[src/rtl/mem_port_arbiter_if.sv]
// mem_port_arbiter_if: fetch, data and memory handshake bundle for mem_port_arbiter
// fetch  : if_req/if_addr in, if_gnt/if_rvalid/if_rdata out
// data   : d_req/d_we/d_addr/d_wdata/d_wstrb in, d_gnt/d_rvalid/d_rdata out
// memory : m_req/m_we/m_addr/m_wdata/m_wstrb out, m_gnt/m_rvalid/m_rdata in
interface mem_port_arbiter_if;
  logic        if_req;
  logic [31:0] if_addr;
  logic        if_gnt;
  logic        if_rvalid;
  logic [31:0] if_rdata;
  logic        d_req;
  logic        d_we;
  logic [31:0] d_addr;
  logic [31:0] d_wdata;
  logic [3:0]  d_wstrb;
  logic        d_gnt;
  logic        d_rvalid;
  logic [31:0] d_rdata;
  logic        m_req;
  logic        m_we;
  logic [31:0] m_addr;
  logic [31:0] m_wdata;
  logic [3:0]  m_wstrb;
  logic        m_gnt;
  logic        m_rvalid;
  logic [31:0] m_rdata;
  modport slave (
    input  if_req, if_addr, d_req, d_we, d_addr, d_wdata, d_wstrb, m_gnt, m_rvalid, m_rdata,
    output if_gnt, if_rvalid, if_rdata, d_gnt, d_rvalid, d_rdata, m_req, m_we, m_addr, m_wdata, m_wstrb
  );
  modport master (
    output if_req, if_addr, d_req, d_we, d_addr, d_wdata, d_wstrb, m_gnt, m_rvalid, m_rdata,
    input  if_gnt, if_rvalid, if_rdata, d_gnt, d_rvalid, d_rdata, m_req, m_we, m_addr, m_wdata, m_wstrb
  );
endinterface

[src/rtl/mem_port_arbiter.sv]
// mem_port_arbiter: shares one memory port between fetch and load/store, data first with a fetch starvation guard
// clk, rst_n (async, active-low) : clock and reset
// bus (mem_port_arbiter_if.slave): fetch and data requesters in, memory port out
module mem_port_arbiter #(
  parameter int STARVE_MAX = 4
) (
  input logic clk,
  input logic rst_n,
  mem_port_arbiter_if.slave bus
);
  localparam int CW = $clog2(STARVE_MAX + 1);
  localparam logic [CW-1:0] CNT_MAX = CW'(STARVE_MAX);
  typedef enum logic [1:0] {IDLE, REQ, RSP} state_t;
  state_t state, state_n;
  logic owner;
  logic [CW-1:0] starve_cnt;
  logic window, any_req, fetch_win;
  // window re-opens on the response cycle so back-to-back accesses need no idle bubble
  always_comb begin
    window = rst_n && (state == IDLE || (state == RSP && bus.m_rvalid));
    any_req = bus.if_req || bus.d_req;
    fetch_win = bus.if_req && (!bus.d_req || starve_cnt == CNT_MAX);
    bus.if_gnt = window && fetch_win;
    bus.d_gnt = window && bus.d_req && !fetch_win;
    bus.if_rvalid = state == RSP && bus.m_rvalid && !owner;
    bus.d_rvalid = state == RSP && bus.m_rvalid && owner;
    bus.m_req = state == REQ;
    state_n = window ? (any_req ? REQ : IDLE) : (state == REQ && bus.m_gnt) ? RSP : state;
  end
  assign bus.if_rdata = bus.m_rdata;
  assign bus.d_rdata = bus.m_rdata;
  always_ff @(posedge clk or negedge rst_n)
    if (!rst_n) state <= IDLE;
    else state <= state_n;
  always_ff @(posedge clk or negedge rst_n) begin
    if (!rst_n) begin
      owner <= 1'b0;
      starve_cnt <= '0;
      bus.m_we <= 1'b0;
      bus.m_addr <= '0;
      bus.m_wdata <= '0;
      bus.m_wstrb <= '0;
    end else if (window && any_req) begin
      owner <= !fetch_win;
      bus.m_we <= !fetch_win && bus.d_we;
      bus.m_addr <= fetch_win ? bus.if_addr : bus.d_addr;
      bus.m_wdata <= bus.d_wdata;
      bus.m_wstrb <= fetch_win ? 4'h0 : bus.d_wstrb;
      starve_cnt <= (!fetch_win && bus.if_req) ? (starve_cnt == CNT_MAX ? CNT_MAX : starve_cnt + 1'b1) : '0;
    end
  end
endmodule

[src/flat_wrapper.sv]
// flat-port wrapper written by rule: the top's interface ports become plain ports
module mem_port_arbiter_flat 
#(
  parameter int STARVE_MAX = 4
)
  (clk, rst_n, bus_if_req, bus_if_addr, bus_d_req, bus_d_we, bus_d_addr, bus_d_wdata, bus_d_wstrb, bus_m_gnt, bus_m_rvalid, bus_m_rdata, bus_if_gnt, bus_if_rvalid, bus_if_rdata, bus_d_gnt, bus_d_rvalid, bus_d_rdata, bus_m_req, bus_m_we, bus_m_addr, bus_m_wdata, bus_m_wstrb);
  mem_port_arbiter_if bus_i ();
  input logic clk;
  input logic rst_n;
  input wire logic [$bits(bus_i.if_req)-1:0] bus_if_req;
  input wire logic [$bits(bus_i.if_addr)-1:0] bus_if_addr;
  input wire logic [$bits(bus_i.d_req)-1:0] bus_d_req;
  input wire logic [$bits(bus_i.d_we)-1:0] bus_d_we;
  input wire logic [$bits(bus_i.d_addr)-1:0] bus_d_addr;
  input wire logic [$bits(bus_i.d_wdata)-1:0] bus_d_wdata;
  input wire logic [$bits(bus_i.d_wstrb)-1:0] bus_d_wstrb;
  input wire logic [$bits(bus_i.m_gnt)-1:0] bus_m_gnt;
  input wire logic [$bits(bus_i.m_rvalid)-1:0] bus_m_rvalid;
  input wire logic [$bits(bus_i.m_rdata)-1:0] bus_m_rdata;
  output wire logic [$bits(bus_i.if_gnt)-1:0] bus_if_gnt;
  output wire logic [$bits(bus_i.if_rvalid)-1:0] bus_if_rvalid;
  output wire logic [$bits(bus_i.if_rdata)-1:0] bus_if_rdata;
  output wire logic [$bits(bus_i.d_gnt)-1:0] bus_d_gnt;
  output wire logic [$bits(bus_i.d_rvalid)-1:0] bus_d_rvalid;
  output wire logic [$bits(bus_i.d_rdata)-1:0] bus_d_rdata;
  output wire logic [$bits(bus_i.m_req)-1:0] bus_m_req;
  output wire logic [$bits(bus_i.m_we)-1:0] bus_m_we;
  output wire logic [$bits(bus_i.m_addr)-1:0] bus_m_addr;
  output wire logic [$bits(bus_i.m_wdata)-1:0] bus_m_wdata;
  output wire logic [$bits(bus_i.m_wstrb)-1:0] bus_m_wstrb;
  assign bus_i.if_req = bus_if_req;
  assign bus_i.if_addr = bus_if_addr;
  assign bus_i.d_req = bus_d_req;
  assign bus_i.d_we = bus_d_we;
  assign bus_i.d_addr = bus_d_addr;
  assign bus_i.d_wdata = bus_d_wdata;
  assign bus_i.d_wstrb = bus_d_wstrb;
  assign bus_i.m_gnt = bus_m_gnt;
  assign bus_i.m_rvalid = bus_m_rvalid;
  assign bus_i.m_rdata = bus_m_rdata;
  assign bus_if_gnt = bus_i.if_gnt;
  assign bus_if_rvalid = bus_i.if_rvalid;
  assign bus_if_rdata = bus_i.if_rdata;
  assign bus_d_gnt = bus_i.d_gnt;
  assign bus_d_rvalid = bus_i.d_rvalid;
  assign bus_d_rdata = bus_i.d_rdata;
  assign bus_m_req = bus_i.m_req;
  assign bus_m_we = bus_i.m_we;
  assign bus_m_addr = bus_i.m_addr;
  assign bus_m_wdata = bus_i.m_wdata;
  assign bus_m_wstrb = bus_i.m_wstrb;
  mem_port_arbiter #(.STARVE_MAX(STARVE_MAX)) u_core (.clk(clk), .rst_n(rst_n), .bus(bus_i));
endmodule
[config.mk]
export PLATFORM = sky130hd
export DESIGN_NAME = mem_port_arbiter_flat
export DESIGN_NICKNAME = d
export VERILOG_FILES = /design/src/rtl/mem_port_arbiter_if.sv /design/src/rtl/mem_port_arbiter.sv /design/src/flat_wrapper.sv
export SDC_FILE = /design/constraint.sdc
export NUM_CORES = 1
export LEC_CHECK = 0
export CAP_MARGIN = 20
export CORE_UTILIZATION = 36
export DETAILED_ROUTE_END_ITERATION = 8
export GPL_ROUTABILITY_DRIVEN = 0
export GPL_TIMING_DRIVEN = 1
export PLACE_DENSITY = 0.82
export SLEW_MARGIN = 40
export SYNTH_ARGS = -nofsm -noshare
export SYNTH_HDL_FRONTEND = slang
export SYNTH_SLANG_ARGS = --single-unit
[constraint.sdc]
create_clock -name clk -period 2.4 [get_ports clk]
set_clock_uncertainty 0.05 [all_clocks]
set_input_delay 0.72 -clock clk [delete_from_list [all_inputs] [get_ports clk]]
set_output_delay 0.72 -clock clk [all_outputs]
set_load 0.1 [all_outputs]
==> results of run 1 <==
-- critical path, cell delays in order --
cell and delay (ns):
clkdlybuf4s15_1 0.20, nand2b_4 0.16, and2_4 0.16, and3_4 0.18
buf_12 0.16
-- sequential cells by signal, summed over array words and instances (netlist names) --
register and cells:
u_core.state 2, u_core.bus.m_wdata 32, u_core.bus.m_addr 32, u_core.starve_cnt 3
u_core.owner 1, u_core.bus.m_we 1, u_core.bus.m_wstrb 4
-- cells by family after synthesis --
group                    synth area share
adder cells (fa/ha/maj)           0.00626
AO/OA/AOI/OAI                       0.174
AND/OR/NAND/NOR                    0.0639
flip-flops                          0.470
multiplexers                        0.114
buffers and inverters               0.172
-- routing by layer --
metal,up-vias,part of all wire,GRT usage
met3,17,0.092,0.0539
met1,1587,0.37,0.207
met5,-,0,0
met2,205,0.52,0.374
li1,1521,-,-
met4,0,0.019,0.0881
-- synth_stat cells (all sizes together) --
cell type  number  area, um2
a21oi           2       10.0
a31o            1       8.76
or2             1       6.26
and3            2       17.5
o21ai          33        165
a21o            1       7.51
a32o            1       10.0
o2111a          1       11.3
a31oi          66        413
a22o            5       43.8
nor2b           3       18.8
ha              2       25.0
nor3b           2       15.0
a21boi          1       7.51
dfrtp          75       1880
mux2           32        454
clkbuf         24       90.1
nor3            1       5.00
nand2           3       11.3
inv             4       15.0
nand2b          1       6.26
o2bb2ai         1       8.76
a21bo           1       10.0
nand3          33        165
buf            73        582
and2            1       6.26
nor2            1       3.75
-- through the flow --
step	hold WS (ns)	cell area (um2)	utilization	cells	setup TNS [ns]
final	0.354	5650	0.521	632	0
after global routing	0.393	5650	0.521	632	0
after CTS	0.368	5620	0.519	631	0
after detailed placement	0.437	5390	0.498	614	-9.31
after global placement	0.439	5390	0.498	614	-7.67
after floorplan	0.374	4040	-	371	-0.0841
-- repair_timing --
item,CTS,global route
buffers inserted,1,1
setup endpoints to repair,4,2
resized for setup,6,5
pin swaps,1,0
-- final cells by class --
| cell class | instances | area [um2] |
|---|---|---|
| Clock buffer | 9 | 124 |
| Fill cell | 985 | 5190 |
| Clock inverter | 7 | 92.6 |
| Timing Repair Buffer | 202 | 1870 |
| Tap cell | 140 | 175 |
| Sequential cell | 75 | 1880 |
| Inverter | 4 | 15.0 |
| Multi-Input combinational cell | 195 | 1500 |
-- final timing paths --
| path | to | depth (start not counted) | from | slack [ns] |
|---|---|---|---|---|
| max | bus_if_gnt | 5 | bus_m_rvalid | 0.05 |
| min | u_core.bus.m_addr[27]$_DFFE_PN0P_ | 2 | rst_n | 0.35 |
| max reg2reg | u_core.bus.m_wdata[4]$_DFFE_PN0P_ | 7 | u_core.state[1]$_DFFE_PN0P_ | 0.43 |
| min reg2reg | u_core.bus.m_wdata[25]$_DFFE_PN0P_ | 1 | u_core.bus.m_wdata[25]$_DFFE_PN0P_ | 0.46 |
| max in group asynchronous | u_core.state[0]$_DFFE_PN0P_ | 3 | rst_n | 1.05 |
| min in group clk | u_core.bus.m_wdata[25]$_DFFE_PN0P_ | 1 | u_core.bus.m_wdata[25]$_DFFE_PN0P_ | 0.46 |
-- cells in the final DEF, fill, tap and decap left out, types with 2 or more instances in the layout --
master           instances
mux2_2                   7
clkdlybuf4s15_1          2
a22o_1                   5
buf_12                   7
buf_4                   90
clkbuf_8                 9
nand3_1                 33
nand2_1                  3
a21oi_1                  2
inv_1                    3
and3_4                   2
dfrtp_1                 74
clkinv_2                 3
clkinv_4                 2
o21ai_0                 33
mux2_4                  25
bufinv_16                2
a31oi_1                 66
clkdlybuf4s50_1        102
==> impl_metrics.py, run 1 <==
metrics = {
    "floorplanning": {
        "start_util": 0.368,
        "die_w_um": 107,
        "io_pins": 277,
        "core_area_um2": 10800,
        "die-area_um2": 11500,
        "rows": 38,
        "die_height_um": 107,
    },
    "global_route": {
        "grt_pass1_wl_um": 17300,
        "grtUsageTotal": 0.200,
        "grt_max_degree": 44,
        "grt_overflow": 0,
        "antenna_found_initial": 1,
        "grt_pass1_vias": 3285,
    },
    "sta": {
        "final_hold_viol_count": 0,
        "finalWorstSetupSlack_ns": 0.0497,
        "fin_crit_sh": 0.979,
        "setup_viol": 0,
        "min_period_ns": 2.35,
        "worst_pin_slew_ns": 0.519,
        "max_slew_margin": 0.654,
        "fmax_ghz": 0.425,
        "drv_slew": 0,
        "rsz0062_at_grt": "false",
    },
    "flow_run": {
        "drv_cap": 0,
    },
    "logic_synthesis": {
        "yosys.cell_types.count": 30,
        "syn_area_per_cell_um2": 10.8,
        "yosys_warnings": 0,
        "syn_nets": 512,
        "yosysSeqAreaShare": 0.470,
        "ys_ff_latch": 75,
        "syn-cell-area_um2": 3990,
        "postSynthCellCount": 371,
    },
    "worst_setup_path": {
        "crit_path_start_kind": "primary input",
        "end_kind": "output pin",
        "worstPathRequired_ns": 1.63,
        "arrival_ns": 1.58,
        "crit_type": "primary input to output pin",
        "crit_fanout": 3,
    },
    "clock_network": {
        "clk_pin_slew_ns": 0.08,
        "insertion_delay_ns": 0.36,
        "clkSinkCount": 75,
        "numCtsBuffers": 9,
        "cts_max_level": 3,
        "hold_buffers": 0,
        "cts_tree": "done",
        "cts_root_buf": "clkbuf_8",
        "clockBufferDepth": 2,
    },
    "final_layout": {
        "area_growth_pct": 41.4,
        "antenna_cells": 0,
        "drive_gt1_frac": 0.325,
        "nets": 628,
    },
    "drt": {
        "viasPerCell": 5.27,
        "postRouteAntennaNets": 0,
        "vias": 3330,
        "routedWlPerCell_um": 18.6,
        "dr.pass1.iters": 4,
        "drc": 0,
        "finalWirelength_um": 11800,
        "drtIter0Drc": 215,
    },
    "status": {
        "status": "finished clean",
    },
    "placement": {
        "dp_slack_ns": -0.270,
        "portBuffers": 180,
        "dp_hpwl_um": 8680,
    },
    "worst_hold_path": {
        "hp-class": "primary input to async pin",
    },
}
Power of run 1 is not shown: default switching activity piles up to over one toggle a cycle in this logic, so the estimate is an artifact.
==> run 2: changes to the inputs <==
--- a/config.mk
+++ b/config.mk
@@ -5,6 +5,7 @@
 export SDC_FILE = /design/constraint.sdc
 export NUM_CORES = 1
 export LEC_CHECK = 0
+export ABC_CLOCK_PERIOD_IN_PS = 2400
 export CAP_MARGIN = 20
 export CORE_UTILIZATION = 36
 export DETAILED_ROUTE_END_ITERATION = 8
==> results of run 2 <==
The final DEF is identical to that of run 1; final timing and power are the same.
Power of run 2 is left out for the same reason.
